==> config.mk <==
export PLATFORM = sky130hd
export DESIGN_NAME = fetch_unit
export DESIGN_NICKNAME = d
export VERILOG_FILES = /design/src/rtl/fetch_unit.sv
export SDC_FILE = /design/constraint.sdc
export NUM_CORES = 1
export LEC_CHECK = 0
export ABC_AREA = 1
export BUFFER_PORTS_ARGS = -buffer_cell sky130_fd_sc_hd__buf_2
export CAP_MARGIN = 15
export CORE_MARGIN = 5
export CORE_UTILIZATION = 60
export CTS_CLUSTER_DIAMETER = 60
export CTS_CLUSTER_SIZE = 24
export DETAILED_ROUTE_END_ITERATION = 16
export PLACE_DENSITY = 0.85
export SYNTH_ARGS = -nofsm -noshare
export SYNTH_HDL_FRONTEND = slang
export SYNTH_SLANG_ARGS = --single-unit
==> constraint.sdc <==
create_clock -name clk_i -period 16.3 [get_ports clk_i]
set_input_delay 0 -clock clk_i [delete_from_list [all_inputs] [get_ports clk_i]]
set_output_delay 0 -clock clk_i [all_outputs]
set_load 0.01 [all_outputs]
==> src/rtl/fetch_unit.sv <==
// Instruction fetch stage: keeps the fetch PC, issues credit-limited word requests,
// buffers in-order responses in a small FIFO and hands {pc, instruction} pairs to decode.
module fetch_unit #(
  parameter logic [31:0] RESET_PC        = 32'h0000_0000,
  parameter int          FIFO_DEPTH      = 2,
  parameter int          MAX_OUTSTANDING = 2
) (
  input  logic        clk_i,
  input  logic        rst_i,
  output logic        imem_req_valid_o,
  input  logic        imem_req_ready_i,
  output logic [31:0] imem_addr_o,
  input  logic        imem_rsp_valid_i,
  input  logic [31:0] imem_rsp_data_i,
  input  logic        redirect_i,
  input  logic [31:0] redirect_pc_i,
  output logic        instr_valid_o,
  input  logic        instr_ready_i,
  output logic [31:0] instruction_o,
  output logic [31:0] pc_o
);

  localparam int OW = $clog2(MAX_OUTSTANDING + 1);
  localparam int CW = $clog2(FIFO_DEPTH + 1);
  localparam int PW = $clog2(FIFO_DEPTH);

  logic [31:0]   pc_q;
  logic [31:0]   rsp_pc_q;
  logic [OW-1:0] out_cnt;
  logic [OW-1:0] drop_cnt;
  logic [CW-1:0] fifo_cnt;
  logic [PW-1:0] rd_ptr;
  logic [PW-1:0] wr_ptr;
  logic [31:0]   fifo_pc    [FIFO_DEPTH];
  logic [31:0]   fifo_instr [FIFO_DEPTH];

  logic [31:0] credit;
  logic        req_fire;
  logic        rsp_ok;
  logic        push;
  logic        pop;
  logic [31:0] redirect_pc_aligned;

  // Slots already promised to in-flight kept responses plus slots occupied.
  assign credit = 32'(out_cnt) - 32'(drop_cnt) + 32'(fifo_cnt);

  assign imem_req_valid_o = !rst_i && !redirect_i &&
                            (out_cnt < OW'(MAX_OUTSTANDING)) &&
                            (credit < 32'(FIFO_DEPTH));
  assign imem_addr_o      = pc_q;

  assign instr_valid_o = (fifo_cnt != '0) && !redirect_i;
  assign instruction_o = fifo_instr[rd_ptr];
  assign pc_o          = fifo_pc[rd_ptr];

  // A response with nothing outstanding is a protocol violation and is ignored.
  assign rsp_ok   = imem_rsp_valid_i && (out_cnt != '0);
  assign req_fire = imem_req_valid_o && imem_req_ready_i;
  assign push     = rsp_ok && (drop_cnt == '0) && !redirect_i;
  assign pop      = instr_valid_o && instr_ready_i;

  assign redirect_pc_aligned = redirect_pc_i & ~32'h3;

  always_ff @(posedge clk_i or posedge rst_i) begin
    if (rst_i) begin
      pc_q     <= RESET_PC;
      rsp_pc_q <= RESET_PC;
      out_cnt  <= '0;
      drop_cnt <= '0;
      fifo_cnt <= '0;
      rd_ptr   <= '0;
      wr_ptr   <= '0;
    end else if (redirect_i) begin
      // Everything still in flight becomes a response to throw away.
      pc_q     <= redirect_pc_aligned;
      rsp_pc_q <= redirect_pc_aligned;
      out_cnt  <= rsp_ok ? out_cnt - OW'(1) : out_cnt;
      drop_cnt <= rsp_ok ? out_cnt - OW'(1) : out_cnt;
      fifo_cnt <= '0;
      rd_ptr   <= '0;
      wr_ptr   <= '0;
    end else begin
      if (req_fire) begin
        pc_q <= pc_q + 32'd4;
      end
      if (req_fire && !rsp_ok) begin
        out_cnt <= out_cnt + OW'(1);
      end else if (!req_fire && rsp_ok) begin
        out_cnt <= out_cnt - OW'(1);
      end
      if (rsp_ok && (drop_cnt != '0)) begin
        drop_cnt <= drop_cnt - OW'(1);
      end
      if (push) begin
        rsp_pc_q <= rsp_pc_q + 32'd4;
        wr_ptr   <= wr_ptr + PW'(1);
      end
      if (pop) begin
        rd_ptr <= rd_ptr + PW'(1);
      end
      if (push && !pop) begin
        fifo_cnt <= fifo_cnt + CW'(1);
      end else if (pop && !push) begin
        fifo_cnt <= fifo_cnt - CW'(1);
      end
    end
  end

  // Storage is cleared on reset so decode sees zeros until the first push.
  for (genvar gi = 0; gi < FIFO_DEPTH; gi++) begin : g_entry
    always_ff @(posedge clk_i or posedge rst_i) begin
      if (rst_i) begin
        fifo_pc[gi]    <= '0;
        fifo_instr[gi] <= '0;
      end else if (push && (wr_ptr == PW'(gi))) begin
        fifo_pc[gi]    <= rsp_pc_q;
        fifo_instr[gi] <= imem_rsp_data_i;
      end
    end
  end

endmodule

* Yosys cells after proc, flatten, opt, wreduce, memory -nomap -nowiden *
Cells that the tools add are included.

storage, ports and cells
  bits in registers = 200
  logic and storage cells = 82
  input bits = 70

cells by class
  bitwise logic cells = 2
  add/subtract/negate cells = 11
  reductions and logical operators = 32
  mux-type cells = 23
  $lt $le $gt $ge = 3

operators by type and width
  kind                   number
  $mux 32                10
  $add 32x3->32 const B  2
  $lt 32x2->1 const B    1
  $mux 2                 9
  $logic_and 1x1->1      16
  $reduce_bool 2->1      7
  $logic_not 1->1        6
  $reduce_bool 3->1      2
  $sub 2x1->2 const B    3
  $add 2x1->2 const B    2
  $add 3x3->4            1
  $mux 1                 4
  $sub 2x2->3            1
  $add 1x1->1 const B    2
  $ge 2x2->1 const B     1
  $logic_not 2->1        1
  $lt 2x2->1 const B     1
  $not 1->2              1
  $not 1->1              1

* Logic depth before layout (Yosys ltp) *
Gate-level depths: netlist (run 1).

  depth after elaboration = 10
  mapped depth = 16

* Least setup slack after synthesis (run 1) *
No wires, ideal clock.

  path kind = register to register
  from = register out_cnt[0]
  to = register pc_q[23], in the netlist imem_addr_o[23]
  data required time = 16175 ps
  setup time = 125 ps
  arrival = 2415 ps
  setup slack = 13760 ps
  stages on the path, launching flop included = 15
  cell sequence = dfrtp_1 inv_1 ha_1 fa_1 inv_1 fa_1 nor2_1 nand2_2 nor2_4 nand3_4 nand2_4 inv_4 buf_6 nand2_1 nand3_1

on the way
  word-level cells in the longest chain between the ends = 6

ends and longest elaborated chain
  element                                 line  source
  from (decl)                             29    logic [OW-1:0] out_cnt;
  from (signal assigned)                  77    out_cnt <= rsp_ok ? out_cnt - OW'(1) : out_cnt;
  from (signal assigned)                  87    out_cnt <= out_cnt + OW'(1);
  from (signal assigned)                  89    out_cnt <= out_cnt - OW'(1);
  $sub 2x2->3                             45    assign credit = 32'(out_cnt) - 32'(drop_cnt) + 32'(fifo_cnt);
  $add 3x3->4                             45
  $lt 32x2->1                             49    (credit < 32'(FIFO_DEPTH));
  $logic_and 1x1->1 (*)                   48    (out_cnt < OW'(MAX_OUTSTANDING)) &&
  $logic_and 1x1->1 (*)                   58    assign req_fire = imem_req_valid_o && imem_req_ready_i;
  $reduce_bool 2->1 (no source line) (*)  n/a
  to (signal assigned)                    75    pc_q <= redirect_pc_aligned;
  to (signal assigned)                    84    pc_q <= pc_q + 32'd4;
  to (decl)                               27    logic [31:0] pc_q;

Every way passes the cells marked *; elsewhere a longest branch is shown, timed or not.
A chain may end at the register's enable or synchronous reset.

* Worst setup path after layout (run 1) *
  from = register out_cnt[0]
  to = register pc_q[10], in the netlist imem_addr_o[10]

Same word-level chain as after synthesis.

==> flow_summary.toml, run 1 <==
[critical_path]
crit_type = "flop to flop"
cp_top_family = "adder cells"
crit_path_max_incr_delay_ns = 0.47
r2r-end = "imem_addr_o[10]$_DFFE_PP0P_"
rr_worst_depth = 14
cp.required_ns = 16.67
cp.arrival_ns = 3.26
rrSetupSlack_ns = 13.41
r2r-start = "out_cnt[0]$_DFFE_PP0P_"
end_kind = "flop"
worstPathCellList = "inv_1 -> ha_1 -> fa_1 -> inv_1 -> fa_1 -> nor2_1 -> nand2_2 -> nor2_4 -> nand3_4 -> inv_4 -> nand2_1 -> a21oi_1 -> o21ai_1 -> nand2_1"
critPathMaxFanout = 26
cp_num_buf_inv = 3
start_kind = "flop"
slowest_stage = "fa_1"

[timing]
holdWs_ns = 0.122
finalMaxSlewViolations = 0
setup_tns_ns = 0
max_freq_mhz = 346
min_period_ns = 2.89
fin_crit_sh = 0.177
hold_violations = 0
fin_skew_ns = 0.00809
setup_slack_ns = 13.41
relSlewSlack = 0.362
rsz0062_at_grt = "no"
tightest_slew_ns = 0.957
setup_viol = 0

[yosys]
syn_avg_cell_area_um2 = 8.24
yosysWarningCount = 0
synth_cells = 1224
yosysUniqueCellTypes = 37
ys_seq_area_frac = 0.476
synth_seq_cells = 192
synth_area_um2 = 10100

[placed_design]
place_congestion = 0.961
place_inst = 1561
port_buffers = 161
dp_slack_ns = 13.42
place_hpwl_um = 17300

[finish]
area_growth_pct = 20.7
layout_commonest_cell = "nand2_1"
nets = 1504
layout.cells.non_filler = 1659
diodes = 0
drive_gt1_frac = 0.202
mostFrequentLayoutCells = "369 x nand2_1, 191 x dfrtp_1, 161 x buf_2"
fillers = 1207

[floorplanning]
die-area_um2 = 19500
dieWidth_um = 140
core_area_um2 = 16500
die_h_um = 140
placementRows = 47
start_util = 0.610
top_level_ports = 168

[min_path]
min_to = "drop_cnt[0]$_DFFE_PP0P_"
holdCritPathClass = "primary input to flop"
holdPathStages = 7
min-delay-start = "imem_rsp_valid_i"

[run]
cap_violations = 0

[cts]
postCtsSetupRepairBufs = 0
tritoncts = "done"
clkLatencyLatePin_ns = 0.44
cts_sinks = 192
numCtsBuffers = 17
clkTransAtPathRegs_ns = 0.07
clockBufferDepth = 2
clockRootBuffer = "clkbuf_16"
htreeDepth = 4

[grt]
grt_util_all_layers = 0.269
grt_pass1_vias = 8803
grt_pass1_wl_um = 43100
grt_max_degree = 110
grt_antenna_before_repair = 0
grt_overflow_total = 0

[drt]
drtIter0Drc = 671
vias = 9027
drc = 0
wirelength_um = 26100
drtAntennaViolNets = 0
dr.pass1.iters = 5
via_per_inst = 5.44
routedWlPerCell_um = 15.7

[pwr]
leakagePower_nw = 6.12
peakVddDrop_mv = 0.0868
p_per_area_nw_per_um2 = 151

[run_status]
status = "completed"
[synthesized netlist by cell type]
library cell | number | area, um^2
nor2_1 | 59 | 221
buf_6 | 7 | 78.8
nor3_1 | 23 | 115
o211ai_1 | 13 | 97.6
buf_4 | 6 | 45.0
o221ai_1 | 3 | 26.3
nand3_4 | 1 | 17.5
nand4_1 | 13 | 81.3
nor2_4 | 3 | 33.8
fa_1 | 2 | 40.0
nor3_2 | 3 | 30.0
xor2_1 | 30 | 263
mux2_2 | 63 | 709
inv_4 | 2 | 12.5
buf_2 | 20 | 100
o21ai_0 | 41 | 205
ha_1 | 6 | 75.1
nand3_2 | 1 | 10.0
buf_1 | 2 | 7.51
o21ai_1 | 115 | 576
nand2_1 | 369 | 1390
a31oi_2 | 1 | 12.5
inv_1 | 139 | 522
nor2_2 | 8 | 50.1
xnor2_1 | 5 | 43.8
dfrtp_1 | 192 | 4800
nand2_4 | 4 | 45.0
nor2_8 | 1 | 20.0
nand3b_1 | 2 | 15.0
nand3_1 | 53 | 265
a32oi_1 | 1 | 8.76
a22oi_1 | 1 | 7.51
nand2_2 | 3 | 18.8
clkbuf_1 | 16 | 60.1
a31oi_1 | 2 | 12.5
a21oi_1 | 13 | 65.1
conb_1 | 1 | 3.75
[worst reg2reg max path: cells and delay by family (launching register included)]
kind | cells | cell delay (ns)
buf+inv | 3 | 0.41
flops | 1 | 0.36
compound gates | 2 | 0.23
simple gates | 6 | 0.70
fa+ha+maj | 3 | 1.13
[metal layers]
layer / global-route usage / share of wire / vias to the layer above
met5: 0 / 0 / -
met4: 0.0790 / 0.019 / 0
met3: 0.0628 / 0.086 / 45
met2: 0.433 / 0.47 / 392
met1: 0.368 / 0.42 / 4242
li1: - / - / 4348
[kinds of logic after synthesis]
logic type | synth area share
buffers and inverters | 0.0819
xor gates and xnor gates | 0.0304
AOI/OAI and AO/OA | 0.100
other | 0.000372
DFF | 0.476
adders and majority gates | 0.0114
muxes | 0.0703
and+or+nand+nor | 0.229
[layout make-up]
class | instances | area (um^2) | share of cell area
clock buffers | 17 | 425 | 0.0350
clock inverters | 15 | 144 | 0.0118
inverters | 141 | 539 | 0.0443
multi-input cells | 843 | 4470 | 0.367
flip-flops and latches | 192 | 4810 | 0.395
well taps | 220 | 275 | 0.0226
repair buffers | 231 | 1510 | 0.124
[power by group]
group / total (mW) / switching [mW] / internal (mW)
Clock: 0.404 / 0.201 / 0.204
Combinational: 0.668 / 0.374 / 0.294
Sequential: 0.769 / 0.119 / 0.650
Total: 1.84 / 0.694 / 1.15
[sequential cells by signal, indices dropped and copies added, names as in the netlist]
register     count
drop_cnt         2
fifo_cnt         2
fifo_instr      64
fifo_pc         60
imem_addr_o     30
out_cnt          2
rd_ptr           1
rsp_pc_q        30
wr_ptr           1
[worst max-delay path by stage]
stage	start	to	slack, ns	depth (start not counted)
floorplan	rst_i	drop_cnt[0]$_DFFE_PP0P_	11.07	1
global placement	redirect_i	rsp_pc_q[16]$_DFFE_PP0N_	13.45	6
detailed placement	redirect_i	rsp_pc_q[16]$_DFFE_PP0N_	13.42	6
CTS	out_cnt[0]$_DFFE_PP0P_	imem_addr_o[10]$_DFFE_PP0P_	13.40	14
global route	out_cnt[0]$_DFFE_PP0P_	imem_addr_o[10]$_DFFE_PP0P_	13.16	14
finish	out_cnt[0]$_DFFE_PP0P_	imem_addr_o[10]$_DFFE_PP0P_	13.41	14
[stage by stage]
| stage | utilization | total power, mW | cell area, um^2 |
|---|---|---|---|
| after floorplan | - | 1.20 | 10100 |
| after global placement | 0.661 | 1.39 | 10900 |
| after detailed placement | 0.661 | 1.42 | 10900 |
| after CTS | 0.735 | 1.84 | 12100 |
| after global routing | 0.736 | 1.97 | 12200 |
| final | 0.736 | 1.84 | 12200 |
[timing repair]
item / in CTS / in global routing
setup endpoints to repair: 0 / 0
hold buffers: 65 / 0
hold endpoints to repair: 234 / 0
resized for setup: 0 / 0
No activity file was read; power rests on OpenSTA's default activity.
==> inputs of run 2 (changes only) <==
--- a/config.mk
+++ b/config.mk
@@ -9,11 +9,11 @@
 export BUFFER_PORTS_ARGS = -buffer_cell sky130_fd_sc_hd__buf_2
 export CAP_MARGIN = 15
 export CORE_MARGIN = 5
-export CORE_UTILIZATION = 60
+export CORE_UTILIZATION = 57
 export CTS_CLUSTER_DIAMETER = 60
 export CTS_CLUSTER_SIZE = 24
 export DETAILED_ROUTE_END_ITERATION = 16
-export PLACE_DENSITY = 0.85
+export PLACE_DENSITY = 0.82
 export SYNTH_ARGS = -nofsm -noshare
 export SYNTH_HDL_FRONTEND = slang
 export SYNTH_SLANG_ARGS = --single-unit
==> constraint.sdc (replaced) <==
create_clock -name clk_i -period 2.76 [get_ports clk_i]
set_input_delay 0 -clock clk_i [delete_from_list [all_inputs] [get_ports clk_i]]
set_output_delay 0 -clock clk_i [all_outputs]
set_load 0.01 [all_outputs]
==> run 2 against run 1 <==
Net effect:
- hold slack got worse by 0.072 ns
- sequential power increased to 5.9 times the previous value
- via count rose by 0.54%
- clock-buffer cell count rose by 3
- fmax up 8.6%
- combinational power rose to 6.2 times the previous value
- die area is 4.9% higher
- global-route usage shrank 0.19 points
==> flow_summary.toml, run 2 (synthesis gave the netlist of run 1 again) <==
[run_status]
status = "completed"

[finish]
largestRegisters = "fifo_instr: 64 flops, fifo_pc: 60 flops"
diodes = 0
mostFrequentLayoutCells = "369 x nand2_1, 191 x dfrtp_1, 161 x buf_2"
drive_gt1_frac = 0.217
largest_register_ffs = 64
layout.cells.non_filler = 1684
layout_commonest_cell = "nand2_1"
nets = 1524
area_growth_pct = 24.2
registers.top_by_ff_count = "fifo_instr"

[critical_path]
cp.arrival_ns = 2.99
worstPathCellList = "ha_4 -> fa_1 -> inv_2 -> fa_1 -> nor2_2 -> nand2_2 -> nor2_4 -> nand3_4 -> nand2_8 -> buf_12 -> o21ai_0 -> inv_1 -> nand2_1"
slowest_stage = "fa_1"
path_common_cell = "fa_1"
cp_top_family = "adder cells"
start_kind = "flop"
crit_path_max_incr_delay_ns = 0.51
crit_type = "flop to flop"
cp_num_buf_inv = 3
cp.required_ns = 3.08
rrSetupSlack_ns = 0.1
end_kind = "flop"
critPathMaxFanout = 5

[run]
cap_violations = 0

[grt]
grt_pass1_vias = 8903
grt_antenna_before_repair = 0
grt_pass1_wl_um = 43800
grt_util_all_layers = 0.267
grt_overflow_total = 0
grt_max_degree = 125

[floorplanning]
die_h_um = 143
die-area_um2 = 20500
dieWidth_um = 143
start_util = 0.581
core_area_um2 = 17400
top_level_ports = 168
placementRows = 48

[cts]
clkTransAtPathRegs_ns = 0.07
clockRootBuffer = "clkbuf_16"
clkLatencyLatePin_ns = 0.43
cts_sinks = 192
tritoncts = "done"
htreeDepth = 4
numCtsBuffers = 17
clockBufferDepth = 2

[timing]
max_freq_mhz = 376
fin_skew_ns = 0.00861
tightest_slew_ns = 0.849
finalMaxSlewViolations = 0
relSlewSlack = 0.434
rsz0062_at_grt = "yes"
fin_crit_sh = 0.965
setup_tns_ns = 0
hold_violations = 0
holdWs_ns = 0.0505
min_period_ns = 2.66
setup_viol = 0

[min_path]
holdCritPathClass = "primary input to flop"

[pwr]
p_per_area_nw_per_um2 = 911
leakagePower_nw = 6.29
peakVddDrop_mv = 0.547

[drt]
vias = 9076
drtIter0Drc = 625
dr.pass1.iters = 5
wirelength_um = 27200
via_per_inst = 5.39
routedWlPerCell_um = 16.1
drtAntennaViolNets = 0
drc = 0

[placed_design]
place_inst = 1578
place_hpwl_um = 18700
port_buffers = 161
place_congestion = 0.942
run 2: per-layer routing:
metal,GRT usage,up-vias,part of all wire
li1,-,4382,-
met4,0.0800,0,0.021
met2,0.443,372,0.47
met5,0,-,0
met1,0.365,4271,0.43
met3,0.0439,51,0.072
run 2: layout make-up:
type,instances,area (um^2)
clock inverter,12,204
tap,225,282
fill,1288,4830
inverter,141,546
sequential,192,4810
clock buffer,20,447
multi-input combinational,843,4500
timing repair buffer,251,1740
run 2: worst register-to-register path, cell delays in order, from the launching register on:
cell	delay (ns)
dfrtp_1	0.42
ha_4	0.17
fa_1	0.51
inv_2	0.05
fa_1	0.46
nor2_2	0.13
nand2_2	0.07
nor2_4	0.13
nand3_4	0.16
nand2_8	0.16
buf_12	0.13
o21ai_0	0.07
inv_1	0.06
nand2_1	0.04
run 2: where the power goes:
part | internal (mW) | switching (mW)
Sequential | 3.84 | 0.705
Clock | 1.64 | 1.09
Combinational | 1.84 | 2.29
Total | 7.33 | 4.08
run 2: final timing paths:
check                                   startpoint                           to  cells past startpoint
min in group asynchronous                    rst_i           rd_ptr$_DFFE_PP0P_                      3
setup / recovery           drop_cnt[0]$_DFFE_PP0P_  imem_addr_o[31]$_DFFE_PP0P_                     13
hold / removal                          redirect_i  imem_addr_o[16]$_DFFE_PP0P_                      3
max in group asynchronous                    rst_i      fifo_pc[56]$_DFFE_PP0P_                      4
hold reg to reg            fifo_pc[50]$_DFFE_PP0P_      fifo_pc[50]$_DFFE_PP0P_                      2
setup reg to reg           drop_cnt[0]$_DFFE_PP0P_  imem_addr_o[31]$_DFFE_PP0P_                     13
run 2: what timing repair did:
action,4_1_cts,5_1_grt
hold endpoints to repair,158,0
hold buffers,65,0
gates resized for setup,0,17
setup endpoints to repair,0,30
buffers inserted,0,8
run 2: through the flow:
stage,setup slack [ns],utilization,power (mW),instance area (um^2)
6_report,0.0973,0.722,11.4,12500
4_1_cts,0.0195,0.714,11.3,12400
5_1_grt,-0.0131,0.722,12.2,12500
3_5_place_dp,0.0402,0.639,8.46,11100
3_3_place_gp,0.128,0.639,8.26,11100
2_1_floorplan,0.220,-,7.11,10100
